**src/rtl/led_frame_scheduler.sv**
```systemverilog
// Frame sequencer for the 32-square WS2812 board: snapshots piece masks, kicks the
// serializer, watches it with a watchdog and enforces the strip latch gap.
module led_frame_scheduler #(
  parameter int SYS_FREQ_MHZ   = 100,
  parameter int LATCH_US       = 80,
  parameter int REFRESH_CYCLES = 1666667,
  parameter int SEND_TIMEOUT   = 200000
) (
  input  logic        clk,
  input  logic        reset,
  input  logic        frame_req,
  input  logic [31:0] player_pieces_in,
  input  logic [31:0] cpu_pieces_in,
  input  logic [31:0] king_pieces_in,
  input  logic        ser_ready,
  input  logic        ser_done,
  output logic [31:0] player_pieces_out,
  output logic [31:0] cpu_pieces_out,
  output logic [31:0] king_pieces_out,
  output logic        ser_start,
  output logic        busy,
  output logic        conflict,
  output logic        timeout_err,
  output logic [15:0] frame_count
);
  localparam int LATCH_CYCLES = SYS_FREQ_MHZ * LATCH_US;
  localparam int RW = (REFRESH_CYCLES > 1) ? $clog2(REFRESH_CYCLES) : 1;
  localparam int LW = (LATCH_CYCLES > 1) ? $clog2(LATCH_CYCLES) : 1;
  localparam int TW = (SEND_TIMEOUT > 1) ? $clog2(SEND_TIMEOUT) : 1;
  localparam logic [RW-1:0] REF_MAX = RW'(REFRESH_CYCLES - 1);
  localparam logic [LW-1:0] LAT_MAX = LW'(LATCH_CYCLES - 1);
  localparam logic [TW-1:0] TMO_MAX = TW'(SEND_TIMEOUT - 1);

  typedef enum logic [2:0] {IDLE, LOAD, START, SEND, LATCH} state_t;

  state_t        state, state_nxt;
  logic          pending;
  logic [RW-1:0] refresh_cnt;
  logic [LW-1:0] latch_cnt;
  logic [TW-1:0] timeout_cnt;
  logic          refresh_due, latch_last, send_tmo;

  assign refresh_due = (refresh_cnt == REF_MAX);
  assign latch_last  = (latch_cnt == LAT_MAX);
  assign send_tmo    = (timeout_cnt == TMO_MAX);

  always_ff @(posedge clk or posedge reset) begin
    if (reset) state <= IDLE;
    else       state <= state_nxt;
  end

  always_comb begin
    state_nxt = state;
    case (state)
      IDLE:    if (pending || frame_req || refresh_due) state_nxt = LOAD;
      LOAD:    state_nxt = START;
      START:   if (ser_ready) state_nxt = SEND;
      SEND:    if (ser_done || send_tmo) state_nxt = LATCH;
      LATCH:   if (latch_last) state_nxt = IDLE;
      default: state_nxt = IDLE;
    endcase
  end

  always_comb begin
    ser_start = (state == START) && ser_ready;
    busy      = (state != IDLE);
  end

  always_ff @(posedge clk or posedge reset) begin
    if (reset) begin
      pending           <= 1'b1;  // blank the strip right after reset
      refresh_cnt       <= '0;
      latch_cnt         <= '0;
      timeout_cnt       <= '0;
      player_pieces_out <= '0;
      cpu_pieces_out    <= '0;
      king_pieces_out   <= '0;
      conflict          <= 1'b0;
      timeout_err       <= 1'b0;
      frame_count       <= '0;
    end else begin
      // A request landing in LOAD must still win over the clear.
      if (frame_req && state != IDLE) pending <= 1'b1;
      else if (state == LOAD)         pending <= 1'b0;

      // Saturating so a period that elapses while busy fires on return to IDLE.
      if (state == LOAD)     refresh_cnt <= '0;
      else if (!refresh_due) refresh_cnt <= refresh_cnt + RW'(1);

      if (state == LOAD) begin
        player_pieces_out <= player_pieces_in;
        cpu_pieces_out    <= cpu_pieces_in & ~player_pieces_in;
        king_pieces_out   <= king_pieces_in;
        conflict          <= conflict | (|(player_pieces_in & cpu_pieces_in));
      end

      timeout_cnt <= (state == SEND) ? timeout_cnt + TW'(1) : '0;
      if (state == SEND && send_tmo && !ser_done) timeout_err <= 1'b1;

      if (state == LATCH) latch_cnt <= latch_last ? '0 : latch_cnt + LW'(1);
      else                latch_cnt <= '0;

      if (state == LATCH && latch_last) frame_count <= frame_count + 16'd1;
    end
  end
endmodule
```
**config.mk**
```make
export PLATFORM = sky130hd
export DESIGN_NAME = led_frame_scheduler
export DESIGN_NICKNAME = d
export VERILOG_FILES = /design/src/rtl/led_frame_scheduler.sv
export SDC_FILE = /design/constraint.sdc
export NUM_CORES = 1
export LEC_CHECK = 0
export ABC_CLOCK_PERIOD_IN_PS = 7700
export CELL_PAD_IN_SITES_DETAIL_PLACEMENT = 1
export CELL_PAD_IN_SITES_GLOBAL_PLACEMENT = 2
export CORE_AREA = 2 2 185 151
export DETAILED_ROUTE_END_ITERATION = 16
export DIE_AREA = 0 0 187 153
export GPL_TIMING_DRIVEN = 0
export PLACE_DENSITY = 0.82
export SLEW_MARGIN = 15
export SYNTH_ARGS = -nofsm -noshare
export SYNTH_HDL_FRONTEND = slang
export SYNTH_SLANG_ARGS = --single-unit
```
**constraint.sdc**
```tcl
create_clock -name clk -period 7.7 [get_ports clk]
set_input_delay 1.155 -clock clk [delete_from_list [all_inputs] [get_ports clk]]
set_output_delay 1.155 -clock clk [all_outputs]
set_load 0.05 [all_outputs]
```
==> results.txt <==
* Outcome: completed
- Placement-stage worst setup slack: 3820 ps
- Remaining global-route overflow: 0
* Source of the worst register-to-register timing path: state[0]$_DFFE_PP0P_
- Placer Congestion: 0.756
- Final critical-path share of the clock period: 0.501
- Total of max-cap violations: 0
- Final setup viols: 0
- Category of the most critical setup path: in -> out
* Pin count of the biggest net entering global routing: 87
* Transition time of the tightest slew-check pin: 830 ps
* Element type at the critical path start: input port
- Post-route antenna net violation count: 0
* Data required time at the worst endpoint: 6550 ps
* Switching fraction of total power: 0.459
* Type of the most critical hold path: reg -> reg
* Die width: 187 um
- Post-CTS Resized: 0
* Total instance count after detailed placement: 1357
* Part of the total power dissipated in sequential elements: 0.301
- Effective utilization at floorplan: 0.275
* Clk pwr share: 0.220
* Highest ir drop seen on vdd: 0.000189 V
- Tmin final: 3860 ps
* Number of antenna violations at the first check in global routing: 0
- Across all hold checks on the routed design, the worst slack comes to 457 ps.
- A synthesized cell averages 9.51 um2.
- The number of nets in the synthesized netlist is 882.
* Final Non-Filler Cells: 1389
- Data arrival time of the worst path: 2710 ps
- Die H: 153 um
- Tracing the worst setup path back leads to its startpoint at ser_ready.
- The H-tree generated during clock tree synthesis spans 4 levels.
* Share of final-layout standard cells stronger than drive strength 1: 0.0439
* Detailed Place HPWL: 18100 um
* Number of distinct standard cells referenced by the synthesized netlist: 43
- After detailed routing, the average wire length per cell comes to 17.7 um.
* Fill cell instance count of the final layout: 3062
- The repair_antennas step left the layout with diodes totalling 0.
- In this run, synthesis produced a sequential element count of 170.
- In the routed layout, each cell is associated on average with a via count of 4.59.
* Remaining design rule violation count: 0
- Final net count: 1118
* Clock network latency to the later pin of the worst-skew pair: 440 ps
- The worst pin sits at a relative slew slack of 0.447.
* Vias in the first global route: 6910
* Overall fraction of global-route tracks in use: 0.180
* Fraction of the yosys area taken by sequential cells: 0.576
- The startpoint identified for the worst hold timing path is timeout_err$_DFFE_PP0P_.
- Summed over all layers, the routed wires come to 24600 um.
- After synthesis the cells add up to 0.00738 mm2.
- The worst setup path is captured at a primary output.
- YS warnings: 0
- FFs w/ async S/R, synth: 1.00
- 1st-pass router iterations: 4
- The detailed router placed 6373 vias in this run.
- The first global-routing pass estimated 39500 um of wire.
- In this run the clock root is driven by a sky130_fd_sc_hd__clkbuf_16.
- Worst-path fanout max: 2
- After clock tree synthesis, the setup repair step added 0 buffers.
* Final hold vios: 0
* Floorplan core area: 0.0268 mm2
- Fin worst setup slack: 3840 ps
- CTS clock-pin slew for the worst setup and hold paths: 60 ps
- No sink is reached through more buffers than the 2 on the longest clock path.
- Clock tree from TritonCTS: built
* Pint: 2.33 mW
- The most used flip-flop cell after synthesis is sky130_fd_sc_hd__dfrtp_1.
* Die outline area: 0.0286 mm2
- Setup repair after global routing left no endpoint under its margin.
- During I/O placement, the number of pins put on the boundary was 217.
- Hold repair after CTS inserted 0 buffers.
- The initialized floorplan defines 54 standard-cell rows.
* Clock Sinks: 170
* Logic gate share of total power: 0.479
- The count of buffers added on input and output ports is 216.
* Skew final: 13.3 ps
- Buffers inserted during clock tree synthesis total 17.
* Number of cells produced by synthesis: 776
* Leakage: 4.83 nW
* Switching power total: 1.98 mW
- Cell Pwr Density: 403 mW/mm2
- The number of max-slew violations in the final report came to 0.
- The detailed router finished its first iteration with 295 violations.
* Number of enable flip-flop cells after synthesis: 0
- Relative to the synthesized area, the layout overhead comes to 44.6%.
- Derived from the worst setup path, the maximum achievable clock frequency is 0.259 GHz.
[cells by family (layout without fill, tap and decap cells)]
family / count (synthesis) / count (layout) / share of synthesized area
AO/OA/AOI/OAI: 36 / 36 / 0.0327
XOR/XNOR: 55 / 55 / 0.0653
adder cells (fa/ha/maj): 5 / 5 / 0.00847
buffers and inverters: 41 / 290 / 0.0214
flip-flops: 170 / 170 / 0.576
multiplexers: 2 / 2 / 0.00288
AND/OR/NAND/NOR: 467 / 467 / 0.293
[area by class of cell]
class                           count  area (um2)  area share
Multi-Input combinational cell    565        2970       0.278
Tap cell                          364         455      0.0427
Sequential cell                   170        4260       0.399
Buffer                             33         128      0.0120
Timing Repair Buffer              217        2190       0.205
Clock inverter                     10         165      0.0155
Clock buffer                       22         474      0.0444
Inverter                            8        37.5     0.00352
[layout by cell type, fill, tap and decap left out, types with 2 or more instances in the layout]
| master | count |
|---|---|
| sky130_fd_sc_hd__and4_1 | 8 |
| sky130_fd_sc_hd__xnor2_1 | 25 |
| sky130_fd_sc_hd__clkinv_2 | 2 |
| sky130_fd_sc_hd__clkbuf_1 | 27 |
| sky130_fd_sc_hd__nand4_1 | 18 |
| sky130_fd_sc_hd__o21ai_0 | 7 |
| sky130_fd_sc_hd__ha_1 | 5 |
| sky130_fd_sc_hd__clkbuf_16 | 17 |
| sky130_fd_sc_hd__a22oi_1 | 16 |
| sky130_fd_sc_hd__and3_1 | 9 |
| sky130_fd_sc_hd__nor3_1 | 8 |
| sky130_fd_sc_hd__bufinv_16 | 4 |
| sky130_fd_sc_hd__nand3_1 | 26 |
| sky130_fd_sc_hd__or3_1 | 6 |
| sky130_fd_sc_hd__dfrtp_1 | 169 |
| sky130_fd_sc_hd__a21oi_1 | 7 |
| sky130_fd_sc_hd__nand2_1 | 282 |
| sky130_fd_sc_hd__inv_1 | 7 |
| sky130_fd_sc_hd__clkbuf_8 | 3 |
| sky130_fd_sc_hd__clkinv_4 | 4 |
| sky130_fd_sc_hd__nor2_1 | 56 |
| sky130_fd_sc_hd__buf_2 | 3 |
| sky130_fd_sc_hd__clkdlybuf4s50_1 | 216 |
| sky130_fd_sc_hd__nor4_1 | 3 |
| sky130_fd_sc_hd__nand3b_1 | 34 |
| sky130_fd_sc_hd__xor2_1 | 30 |
| sky130_fd_sc_hd__buf_1 | 5 |
| sky130_fd_sc_hd__or4_1 | 2 |
| sky130_fd_sc_hd__nor3b_1 | 3 |
| sky130_fd_sc_hd__nor4b_1 | 2 |
[routing by layer]
layer	routed length, um	GRT usage
met5	0	0
met1	10500	0.215
met4	346	0.0510
met3	2120	0.0778
met2	11700	0.298
[path summary, 6_finish.rpt]
check	end	slack, ps	depth (start not counted)
setup / recovery	ser_start	3840	4
hold / removal	timeout_err$_DFFE_PP0P_	460	1
setup reg to reg	cpu_pieces_out[4]$_DFFE_PP0N_	5290	6
hold reg to reg	timeout_err$_DFFE_PP0P_	460	1
max in group asynchronous	player_pieces_out[18]$_DFFE_PP0N_	5600	3
min in group asynchronous	king_pieces_out[10]$_DFFE_PP0N_	1230	2
[power groups by stage]
stage | combinational, mW | clock, mW | sequential (mW)
4_1_cts | 2.10 | 0.971 | 1.30
5_1_grt | 2.22 | 1.01 | 1.33
6_report | 2.06 | 0.946 | 1.30
3_3_place_gp | 2.07 | 0 | 1.30
2_1_floorplan | 0.514 | 0 | 2.06
3_5_place_dp | 2.09 | 0 | 1.31
[flip-flops by register name (all words and copies together), names as in the netlist]
name	cells
conflict	1
cpu_pieces_out	32
frame_count	16
king_pieces_out	32
latch_cnt	13
pending	1
player_pieces_out	32
refresh_cnt	21
state	3
timeout_cnt	18
timeout_err	1
[per-stage QoR]
step / TNS, ps / cell area, um2 / utilization / power (mW)
floorplan: 0 / 7380 / - / 2.58
global placement: -146680 / 10000 / 0.373 / 3.37
detailed placement: 0 / 10000 / 0.374 / 3.40
CTS: 0 / 10700 / 0.398 / 4.37
global route: 0 / 10700 / 0.398 / 4.57
finish: 0 / 10700 / 0.398 / 4.31
[cells in the mapped netlist (all sizes together) (4+ instances only)]
cell type  instances  area (um2)
a21oi              7        35.0
a22oi             16         120
and3               9        56.3
and4               8        70.1
buf                8        33.8
clkbuf            25        93.8
dfrtp            169        4230
ha                 5        62.6
inv                8        30.0
nand2            282        1060
nand3             26         130
nand3b            34         255
nand4             19         125
nor2              56         210
nor3               9        50.1
nor4               4        40.0
o21ai              7        35.0
or3                7        45.1
xnor2             25         219
xor2              30         263
[worst max-delay path, stage by stage]
cell	delay, ps
sky130_fd_sc_hd__clkdlybuf4s50_1	500
sky130_fd_sc_hd__nand2_1	60
sky130_fd_sc_hd__nor3_1	160
sky130_fd_sc_hd__clkdlybuf4s50_1	830
(Power assumes the default switching activity.)
